$ cat src/rtl/hex_disp_arbiter.sv
// Two-requester arbiter for a 4-digit seven-segment display: round-robin
// grant with a minimum hold time, and one shared decoder refreshing one digit per clock.
module hex_disp_arbiter #(
    parameter int unsigned HOLD_CYCLES = 50_000_000
) (
    input  logic        clk,
    input  logic        reset,
    input  logic [1:0]  req,
    input  logic [15:0] data0,
    input  logic [15:0] data1,
    input  logic [3:0]  dp0,
    input  logic [3:0]  dp1,
    output logic [1:0]  gnt,
    output logic [7:0]  hex3,
    output logic [7:0]  hex2,
    output logic [7:0]  hex1,
    output logic [7:0]  hex0,
    output logic        busy
);

    localparam logic [31:0] HOLD_MAX = HOLD_CYCLES - 32'd1;

    typedef enum logic [1:0] {
        IDLE = 2'd0,
        OWN0 = 2'd1,
        OWN1 = 2'd2
    } state_t;

    state_t      r_state;
    state_t      w_next;
    logic [31:0] r_cnt;
    logic [1:0]  r_idx;
    logic        r_ptr;
    logic [1:0]  r_gnt;
    logic [7:0]  r_hex [4];

    logic        w_hold_done;
    logic        w_change;
    logic [15:0] w_data;
    logic [3:0]  w_dps;
    logic [3:0]  w_nib;
    logic        w_dp;
    logic [7:0]  w_seg;

    // Active-low segments, bit order g..a.
    function automatic logic [6:0] seg7(input logic [3:0] n);
        case (n)
            4'h0: seg7 = 7'h40;
            4'h1: seg7 = 7'h79;
            4'h2: seg7 = 7'h24;
            4'h3: seg7 = 7'h30;
            4'h4: seg7 = 7'h19;
            4'h5: seg7 = 7'h12;
            4'h6: seg7 = 7'h02;
            4'h7: seg7 = 7'h78;
            4'h8: seg7 = 7'h00;
            4'h9: seg7 = 7'h10;
            4'hA: seg7 = 7'h08;
            4'hB: seg7 = 7'h03;
            4'hC: seg7 = 7'h46;
            4'hD: seg7 = 7'h21;
            4'hE: seg7 = 7'h06;
            default: seg7 = 7'h0E;
        endcase
    endfunction

    function automatic logic [31:0] cnt_sat_inc(input logic [31:0] c);
        cnt_sat_inc = (c >= HOLD_MAX) ? HOLD_MAX : c + 32'd1;
    endfunction

    assign w_hold_done = (r_cnt == HOLD_MAX);

    always_comb begin
        w_next = r_state;
        case (r_state)
            IDLE: begin
                if (req == 2'b01)      w_next = OWN0;
                else if (req == 2'b10) w_next = OWN1;
                else if (req == 2'b11) w_next = r_ptr ? OWN1 : OWN0;
            end
            OWN0: begin
                if (!req[0])                    w_next = req[1] ? OWN1 : IDLE;
                else if (req[1] && w_hold_done) w_next = OWN1;
            end
            OWN1: begin
                if (!req[1])                    w_next = req[0] ? OWN0 : IDLE;
                else if (req[0] && w_hold_done) w_next = OWN0;
            end
            default: w_next = IDLE;
        endcase
    end

    assign w_change = (w_next != r_state);

    // Single shared decoder: the owner's nibble for the current digit index.
    assign w_data = (r_state == OWN1) ? data1 : data0;
    assign w_dps  = (r_state == OWN1) ? dp1 : dp0;
    assign w_nib  = w_data[{r_idx, 2'b00} +: 4];
    assign w_dp   = w_dps[r_idx];
    assign w_seg  = {~w_dp, seg7(w_nib)};

    always_ff @(posedge clk) begin
        if (reset) begin
            r_state <= IDLE;
            r_gnt   <= 2'b00;
            r_cnt   <= 32'd0;
            r_idx   <= 2'd0;
            r_ptr   <= 1'b0;
            for (int k = 0; k < 4; k++) r_hex[k] <= 8'hFF;
        end else begin
            r_state <= w_next;
            case (w_next)
                OWN0:    r_gnt <= 2'b01;
                OWN1:    r_gnt <= 2'b10;
                default: r_gnt <= 2'b00;
            endcase

            if (w_change || (w_next == IDLE)) begin
                r_cnt <= 32'd0;
                r_idx <= 2'd0;
            end else begin
                r_cnt <= cnt_sat_inc(r_cnt);
                r_idx <= r_idx + 2'd1;
            end

            // Pointer always aims at the requester that did not just win.
            if (w_change && (w_next == OWN0))      r_ptr <= 1'b1;
            else if (w_change && (w_next == OWN1)) r_ptr <= 1'b0;

            if (w_next == IDLE) begin
                for (int k = 0; k < 4; k++) r_hex[k] <= 8'hFF;
            end else if (r_state != IDLE) begin
                r_hex[r_idx] <= w_seg;
            end
        end
    end

    assign gnt  = r_gnt;
    assign busy = |r_gnt;
    assign hex0 = r_hex[0];
    assign hex1 = r_hex[1];
    assign hex2 = r_hex[2];
    assign hex3 = r_hex[3];

endmodule

$ cat config.mk
export PLATFORM = sky130hd
export DESIGN_NAME = hex_disp_arbiter
export DESIGN_NICKNAME = d
export VERILOG_FILES = /design/src/rtl/hex_disp_arbiter.sv
export SDC_FILE = /design/constraint.sdc
export NUM_CORES = 1
export LEC_CHECK = 0
export CAP_MARGIN = 10
export CELL_PAD_IN_SITES_DETAIL_PLACEMENT = 1
export CELL_PAD_IN_SITES_GLOBAL_PLACEMENT = 2
export CORE_ASPECT_RATIO = 1.2
export CORE_MARGIN = 3
export CORE_UTILIZATION = 32
export DETAILED_ROUTE_END_ITERATION = 12
export PLACE_DENSITY = 0.79
export SLEW_MARGIN = 20
export SYNTH_ARGS = -nofsm -noshare
export SYNTH_HDL_FRONTEND = slang
export SYNTH_SLANG_ARGS = --single-unit
$ cat constraint.sdc
create_clock -name clk -period 3.65 [get_ports clk]
set_input_delay 0.73 -clock clk [delete_from_list [all_inputs] [get_ports clk]]
set_output_delay 0.73 -clock clk [all_outputs]
set_load 0.02 [all_outputs]
Word-level counts from Yosys, hierarchy flattened --
Memories as Yosys holds them, arrays and structs flattened. Cells that the tools add are included.
Storage, ports and cells: flip-flop bits (word level) 39, memory bits (writable) 32, ROM bits 112, bits of input ports 44, output and inout port bits 35, word-level logic and storage cells 75, memories kept 2
Cells by class: add/subtract/negate cells 2, order comparisons 2, eq/ne operators 9, shifts and indexed selects 1, muxes and demuxes 35, bitwise gates (word level) 5, reductions and logical operators 13
Memories:
- (name not given) | depth 16, width 7, read ports 1, clocked after Yosys merged registers in 0, wr ports 0, line 47 | case (n)
- r_hex | depth 4, width 8, read ports 4, clocked after Yosys merged registers in 0, wr ports 4, line 35 | logic [7:0] r_hex [4];
Operators with widths (number):
- 8-bit 2-to-1 mux | 5
- 32-bit by 1-bit adder with 32-bit output, second input constant | 1
- 32-bit by 26-bit == test with 1-bit output, second input constant | 1
- 32-bit by 26-bit >= comparator with 1-bit output, second input constant | 1
- 26-bit 2-to-1 mux | 1
- 2-bit 2-to-1 mux | 10
- 16-bit 2-to-1 mux | 1
- 16-bit by 5-bit indexed part select with 4-bit output | 1
- 1-bit 2-to-1 mux | 14
- 2-bit == test, second input constant | 4
- 8-bit OR reduction | 1
- 2-bit by 1-bit == test with 1-bit output, second input constant | 3
- 2-bit case mux with 3 select lines | 1
- 1-bit logical AND | 4
- 2-bit logical NOT | 2
- 4-bit 2-to-1 mux | 1
- 1-bit bitwise OR | 4
- 2-bit case mux with 2 select lines | 1
- 2-bit nonzero test | 2
- 2-bit OR reduction | 2
- 2-bit by 3-bit < comparator with 1-bit output, second input constant | 1
- 3-bit OR reduction | 1
- 2-bit by 1-bit adder with 2-bit output, second input constant | 1
- 1-bit binary-select mux with 2-bit select | 1
- 3 further kinds | 3

Longest topological paths before layout --
Gate-level depths: netlist (run 1).
word-level depth 11, depth in mapped cells 11, gate-level depth less buffers 9

Worst setup path after synthesis (run 1) --
Ideal clock, no wire load.
path type reg-to-reg, start reg r_state[1], end mem r_hex[0][3] (data pin), setup time 0.266 ns, arrival 2.461 ns, required time 3.384 ns, setup slack 0.923 ns, cell stages (with the launch flop) 11, clock period less this slack 2.727 ns, cell sequence dfxtp_1 -> buf_6 -> nor2b_4 -> buf_6 -> mux4_2 -> mux2i_1 -> inv_1 -> ha_1 -> mux2_2 -> mux2i_1 -> nand2_1
RTL lines:
- start, declared | line 29 | state_t r_state;
- start signal, assigned | line 111 | r_state <= w_next;
- end, declared | line 35

==> results, run 1 <==
- The internal portion of the total power is 1.56 mW.
- For this run, the number of Yosys warnings is 0.
- The number of antenna-violating nets in the routed design is 0.
- Traced cell by cell, the critical path runs through nor2b_4 -> mux4_2 -> mux2i_1 -> inv_1 -> ha_1 -> mux2_2 -> mux2i_1 -> nand2_1.
- The max-cap check violation count is 0.
- The timing startpoint of the critical path is r_state[1].
- The die covers 12300 um^2.
- In this run, the number of DRC markers left after iteration 0 of detailed routing was 75.
- The family of cells with the greatest summed delay on the critical path is multiplexers.
- The core box area is 10600 um^2.
- The number of unique standard cell types used by synthesis is 48.
- The cell with the biggest individual delay on the critical path is mux4_2.
- The number of diodes added for antenna fixing is 0.
- The site row count is 41.
- The synthesized design contains 32 enable-type register cells.
- Across all register-to-register paths, the minimum setup slack is 0.49 ns.
- The analysis attributes to net switching a power of 0.479 mW.
- The worst hold path class is flip-flop to flip-flop.
- The number of antenna violations at the first check in global routing is 0.
- The count of instances resized after the clock tree is built is 0.
- For the worst setup path, the data required time is 3.72 ns.
- Counting the fill cells in the layout gives 1159.
- The timing endpoint of the critical path is r_hex[1][3].
- The most frequent cell after synthesis is dfxtp_1.
- The die is 102 um wide.
- The post-layout minimum cycle time is 3.16 ns.
- The via count of the first global-routing pass was 2817.
- After layout, the worst setup slack is 0.493 ns.
- Wires add up to 8880 um.
- The number of buffers and inverters on the critical path is 1.
- The total negative slack for setup checks is 0 ns.
- The overall fraction of global-route tracks in use is 15.2%.
- TritonCTS built the clock tree.
- The critical path launch point type is a flip-flop.
- Compared with the post-synthesis result, the final layout area differs by 35.7%.
- The share of final-layout standard cells stronger than drive strength 1 is 10.7%.
- Among all flip-flop cells after synthesis, the most frequent one is dfxtp_1.
- The critical path is of the flip-flop to flip-flop type.
- The areal power density over the cells is 427 nW/um^2.
- Clock-pin slew was measured on the worst setup and hold paths at 0.06 ns.
- The detailed-route via count is 2693.
- Headroom to the max-slew limit came out at 38.7%.
- After legalization and detailed placement, the total HPWL measured 7000 um.
- Data on the critical path arrives at its endpoint at 3.23 ns.
- The flip-flop and latch count after synthesis is 71.
- The share of flip-flops with an asynchronous set or reset after synthesis is 0%.
- The maximum count of clock buffers along a single path is 2.
- After the last flow step, the layout net total stands at 463.
- Clock tree synthesis selected as its root buffer the cell clkbuf_16.
- For this configuration, the core starts out at a cell density of 33.1%.
- The worst voltage drop across the vdd grid is 0.000172 V.
- The number of design rule violations left after detail routing is 0.
- The startpoint identified for the worst hold timing path is r_cnt[0].
- Of the post-synthesis cell area, the dominant cell type holds 27.4%.
- At the placement stage, the worst setup path has a slack of 0.422 ns.
- The setup fix buffers added after clock tree synthesis is 0.
- The part of the total power dissipated in combinational logic is 12.9%.
- The max-slew violation count came to 0.
- Dividing the detail-routed via count by the number of cells gives 4.97.
- The final count of hold timing violations was 0.
- The post-synthesis average cell area is 10.9 um^2.
- In this run the count of I/O pins placed on the die edge is 79.
- The synthesized netlist occupies a cell area of 3510 um^2.
- After layout, the worst path uses 86.5% of the clock period.
- The number of endpoints failing setup at the final stage is 0.
- The cell taking the most area after synthesis is edfxtp_1.
- The clock network power share is 43.8%.
- The worst setup path is captured at a flip-flop.
- The largest single stage delay on the critical path is 0.56 ns.
- Setup repair after global routing left no endpoint under its margin.
- Of all nets on the critical path, the largest fanout is 10.
- The origin of the critical flop-to-flop path is r_state[1].
- The sequential share of the synthesized area is 49.6%.
- Routability-driven placement finished with a final weighted congestion of 0.799.
- The clock network latency to the later pin of the worst-skew pair is 0.33 ns.
- The share of total power in sequential cells is 43.3%.
- The static power due to leakage is 1.65 nW.
- The number of buffers added by the clock tree synthesis step is 9.
- The H-tree depth reported by CTS is 3.
- The highest attainable clock frequency is 0.317 GHz.
- Summed over all layers, the global routing overflow is 0.
- At the pin with the least slew margin, the transition time is 0.912 ns.
- In this run the number of cells on the critical path is 8.
- Synthesis handed over a netlist of 321 instances.
- The count of buffers inserted at the top-level ports is 78.
- The library cell appearing most often on the critical path is mux2i_1.
- Net switching is 23.5% of the power.
- Measured in cells, the most critical reg-to-reg path has a length of 8.
- The first global-routing pass estimated 14200 um of wire.
- For this run, the share of the core covered by cells in the final layout is 44.8%.
- The run finished with clean final reports.
- Measured along the y axis, the die boundary spans 121 um.
- The endpoint identified for the worst register-to-register timing path is r_hex[1][3].
- Dividing the detail-routed wire length by the instance count gives 16.4 um.
- In the synthesized netlist, the cells that appear most often are dfxtp_1 (39), nand2_1 (37), edfxtp_1 (32).
- The clock skew is 0.00759 ns.
- The total number of clock tree sinks is 71.
- The pin count of the biggest net entering global routing is 21.
- The number of hold buffers added after CTS was 0.
- By area the synthesized netlist is led by edfxtp_1 (27%), dfxtp_1 (22%), mux4_2 (6.4%), xor2_1 (4.2%), nand2_1 (4.0%).
- The number of iterations in the first detailed-routing pass is 4.
power groups by stage:
stage	combinational, mW	sequential, mW	clock (mW)
after detailed placement	0.267	0.898	0
after CTS	0.268	0.881	0.906
after global routing	0.289	0.884	0.941
after floorplan	0.155	0.899	0
final	0.263	0.881	0.890
after global placement	0.260	0.896	0
layer usage:
layer  GRT usage (%)  vias up  part of all wire, %
li1                -     1338                    -
met1            16.4     1286                   40
met2            28.5       56                   54
met3            3.23       13                  3.9
met4            5.24        0                  1.5
met5               0        -                    0
area by class of cell:
| type | count | area, um^2 | area share (%) |
|---|---|---|---|
| inverters | 11 | 41.3 | 0.867 |
| flip-flops and latches | 71 | 1740 | 36.6 |
| repair buffers | 88 | 856 | 18.0 |
| clock inverters | 5 | 56.3 | 1.18 |
| clock buffers | 11 | 253 | 5.31 |
| well taps | 129 | 161 | 3.39 |
| multi-input cells | 227 | 1650 | 34.7 |
worst register-to-register path, cell delays in order (launching register included):
cell,delay (ns)
dfxtp_1,0.51
nor2b_4,0.49
mux4_2,0.57
mux2i_1,0.22
inv_1,0.14
ha_1,0.26
mux2_2,0.28
mux2i_1,0.34
nand2_1,0.11
kinds of logic after synthesis:
logic type / Yosys count / synth area share [%]
compound gates: 45 / 8.31
xor+xnor: 23 / 5.74
buf+inv: 28 / 3.81
other cells: 1 / 0.107
mux: 22 / 10.3
fa+ha+maj: 11 / 3.92
flops: 71 / 49.6
simple gates: 120 / 18.2
worst min-delay path by stage:
stage	endpoint	cells after the start
after floorplan	r_cnt[0]	1
after global placement	r_cnt[0]	1
after detailed placement	r_cnt[0]	1
after CTS	r_cnt[0]	1
after global routing	r_cnt[0]	1
final	r_cnt[0]	1
state kept, by name, indices dropped and copies added, names as in the netlist:
register	flops
r_idx	2
r_ptr	1
gnt	2
r_state	2
r_cnt	32
r_hex	32
cells in the final DEF (no fill, tap or decap), types with 7 or more instances in the layout:
master           instances
nand2b_1                 9
edfxtp_1                32
nor4_1                   9
nor2_1                  14
inv_1                   11
nand4_1                  8
xor2_1                  17
a21oi_1                 21
nand3_1                 16
ha_1                    11
nand2_1                 37
and2_1                   7
mux2i_1                  9
clkbuf_16                9
buf_4                   10
clkdlybuf4s50_1         78
dfxtp_1                 39
mux4_2                  10
per-stage QoR:
stage | hold WS (ns) | instances | area (um^2) | power, mW
2_1_floorplan | 0.463 | 326 | 3530 | 1.05
3_3_place_gp | 0.489 | 526 | 4450 | 1.16
3_5_place_dp | 0.513 | 526 | 4450 | 1.16
4_1_cts | 0.527 | 542 | 4760 | 2.05
5_1_grt | 0.563 | 542 | 4760 | 2.11
6_report | 0.527 | 542 | 4760 | 2.03
(Power assumes the default switching activity.)
==> inputs of run 2 (changes only) <==
- SLEW_MARGIN: 20 -> 40
- clock period: 3.65 -> 3.5 ns (I/O delays scaled with it)
==> results, run 2 (synthesized netlist as in run 1, its figures left out) <==
- The share of final-layout standard cells stronger than drive strength 1 was 10.6% (was 10.7%).
- The max-cap check violation count came to 0 (unchanged).
- The timing startpoint of the critical path is r_state[0] (was r_state[1]).
- The setup fix buffers added after clock tree synthesis is 0 (unchanged).
- The switching share of power is 24.0% (was 23.5%).
- The total negative slack for setup checks is 0 ns (unchanged).
- The floorplan die height is 121 um (unchanged).
- The H-tree depth reported by CTS is 3 (unchanged).
- The count of cell instances traversed by the critical path is 8 (unchanged).
- The number of buffers added by the clock tree synthesis step is 9 (unchanged).
- The areal power density over the cells is 424 nW/um^2 (was 427 nW/um^2).
- The core box area is 10600 um^2 (unchanged).
- The first-pass GRT wire length is 14400 um (was 14200 um).
- The cell with the biggest individual delay on the critical path was mux4_2 (unchanged).
- The pin count of the biggest net entering global routing is 21 (unchanged).
- The clock skew is 0.00792 ns (was 0.00759 ns).
- The area added between synthesis and finish is 35.0% (was 35.7%).
- The highest attainable clock frequency came to 0.326 GHz (was 0.317 GHz).
- The required arrival time at the worst endpoint was 3.55 ns (was 3.72 ns).
- The final period utilization is 87.8% (was 86.5%).
- The count of instances resized after the clock tree is built was 0 (unchanged).
- The number of buffers and inverters on the critical path came to 1 (unchanged).
- The clock network power share is 40.5% (was 43.8%).
- The via count of the first global-routing pass is 2854 (was 2817).
- The end-of-flow core utilization is 44.6% (was 44.8%).
- The smallest hold slack came to 0.501 ns (was 0.527 ns).
- The part of the total power dissipated in combinational logic was 13.9% (was 12.9%).
- The estimated wirelength of the detail-placed design is 7090 um (was 7000 um).
- The number of iterations in the first detailed-routing pass is 4 (unchanged).
- The overall fraction of global-route tracks in use is 15.2% (about the same).
- The setup slack at placement is 0.220 ns (was 0.422 ns).
- The reg-to-reg endpoint is r_hex[0][3] (was r_hex[1][3]).
- The timing endpoint of the critical path was r_hex[0][3] (was r_hex[1][3]).
- The cell count after placement was 527 (was 526).
- The data arrival at the endpoint of the critical path was 3.13 ns (was 3.23 ns).
- The post-place instance area was 4470 um^2 (was 4450 um^2).
- The depth of the worst register-to-register path was 8 (unchanged).
- The worst hold path class is flip-flop to flip-flop (unchanged).
- The max-slew violation count is 0 (unchanged).
- The net load switching power came to 0.482 mW (was 0.479 mW).
- The startpoint-to-endpoint class of the critical path was flip-flop to flip-flop (unchanged).
- The maximum count of clock buffers along a single path is 2 (unchanged).
- The number of antenna-violating nets in the routed design is 0 (unchanged).
- The top layer reached by signal wires is met4 (unchanged).
- The worst voltage drop across the vdd grid was 0.000260 V (was 0.000172 V).
- The clock tree root buffer cell is clkbuf_16 (unchanged).
- The met1 wire length came to 3540 um (was 3590 um).
- The global placement routability congestion was 0.819 (was 0.799).
- The share of total power in sequential cells was 45.6% (was 43.3%).
- The clock transition at the registers of the reported paths is 0.06 ns (about the same).
- The number of DRC violations after detailed-routing iteration 0 was 86 (was 75).
- Most frequent cells in the layout: clkdlybuf4s50_1 (78), dfxtp_1 (39), nand2_1 (37), edfxtp_1 (32), a21oi_1 (21) (unchanged).
- The internal portion of total power is 1.53 mW (was 1.56 mW).
- The family of cells with the greatest summed delay on the critical path was multiplexers (unchanged).
- The starting density of the core is 33.1% (unchanged).
- The area of the die is 12300 um^2 (unchanged).
- The number of primary I/O pins was 79 (unchanged).
- The final net count is 464 (was 463).
- The final routed wire length divided by cell count is 16.4 um (about the same).
- Biggest regs: r_cnt x32, r_hex x32 (unchanged).
- The horizontal die dimension is 102 um (unchanged).
- The total grt overflow is 0 (unchanged).
- The library cell appearing most often on the critical path is mux2i_1 (unchanged).
- The length of routed met2 wiring is 4880 um (was 4820 um).
- The post-layout minimum cycle time is 3.07 ns (was 3.16 ns).
- The final count of hold timing violations is 0 (unchanged).
- Status: finished clean (unchanged).
- The clock network latency to the later pin of the worst-skew pair is 0.33 ns (about the same).
- The remaining max-slew budget at the tightest pin is 61.8% (was 38.7%).
- The kind of end point of the critical path is a flip-flop (unchanged).
- The critical path launch point type is a flip-flop (unchanged).
- The final design instance area without fill was 4740 um^2 (was 4760 um^2).
- The measured slew at the worst slew-check pin was 0.574 ns (was 0.912 ns).
- The total design power is 2.01 mW (was 2.03 mW).
- The final worst setup slack came to 0.428 ns (was 0.493 ns).
- The count of buffers inserted at the top-level ports was 78 (unchanged).
- The detailed-route wire length came to 8890 um (was 8880 um).
- The detailed-route via count is 2715 (was 2693).
- Setup repair after global routing missed its margin: false (unchanged).
- The leading cell type in the layout, fill and taps excluded is clkdlybuf4s50_1 (unchanged).
- The peak per-stage delay on the critical path is 0.56 ns (about the same).
- The final standard cell count with taps included and fillers excluded is 543 (was 542).
- The site row count is 41 (unchanged).
- The number of diodes added for antenna fixing is 0 (unchanged).
- The detailed-route vias per instance was 5.00 (was 4.97).
- Cells traversed along the worst timing path: nor2b_4 -> mux4_2 -> mux2i_1 -> inv_1 -> ha_1 -> mux2_2 -> mux2i_1 -> nand2_1 (unchanged).
- The number of antenna violations at the first check in global routing is 0 (unchanged).
- The static power due to leakage is 1.63 nW (was 1.65 nW).
- The number of design rule violations left after detail routing was 0 (unchanged).
- The CTS tree is yes (unchanged).
- The total met3 wirelength after detailed routing came to 320 um (was 342 um).
- The number of endpoints failing setup at the final stage is 0 (unchanged).
- The origin of the critical flop-to-flop path is r_state[0] (was r_state[1]).
- The total number of clock tree sinks is 71 (unchanged).
- The largest fanout on the critical path is 11 (was 10).
- The count of hold-fix buffers inserted at cts is 0 (unchanged).
- The register-to-register path setup slack came to 0.43 ns (was 0.49 ns).
## run 2: power groups by stage
stage / Combinational (mW) / Sequential [mW] / Clock, mW
after floorplan: 0.161 / 0.937 / 0
after global routing: 0.305 / 0.920 / 0.871
after CTS: 0.283 / 0.917 / 0.835
after global placement: 0.273 / 0.932 / 0
final: 0.279 / 0.917 / 0.815
after detailed placement: 0.281 / 0.935 / 0
## run 2: metal layers
layer  GRT usage (%)  vias to the layer above
met5               0                        -
met4            5.40                        0
met3            3.23                       14
met2            28.1                       57
met1            16.8                     1309
li1                -                     1335
## run 2: layout make-up
cell class | count | area (um^2)
flip-flops and latches | 71 | 1740
fillers | 1194 | 5880
well taps | 129 | 161
multi-input cells | 227 | 1660
repair buffers | 89 | 863
clock inverters | 4 | 21.3
inverters | 11 | 41.3
clock buffers | 12 | 246
## run 2: worst min path at each step
stage,from,depth (start not counted),endpoint,slack [ns]
2_1_floorplan,r_cnt[0],1,r_cnt[0],0.46
3_3_place_gp,r_cnt[0],1,r_cnt[0],0.49
3_5_place_dp,r_cnt[0],1,r_cnt[0],0.49
4_1_cts,r_cnt[0],1,r_cnt[0],0.51
5_1_grt,r_cnt[0],1,r_cnt[0],0.54
6_report,r_cnt[0],1,r_cnt[0],0.50
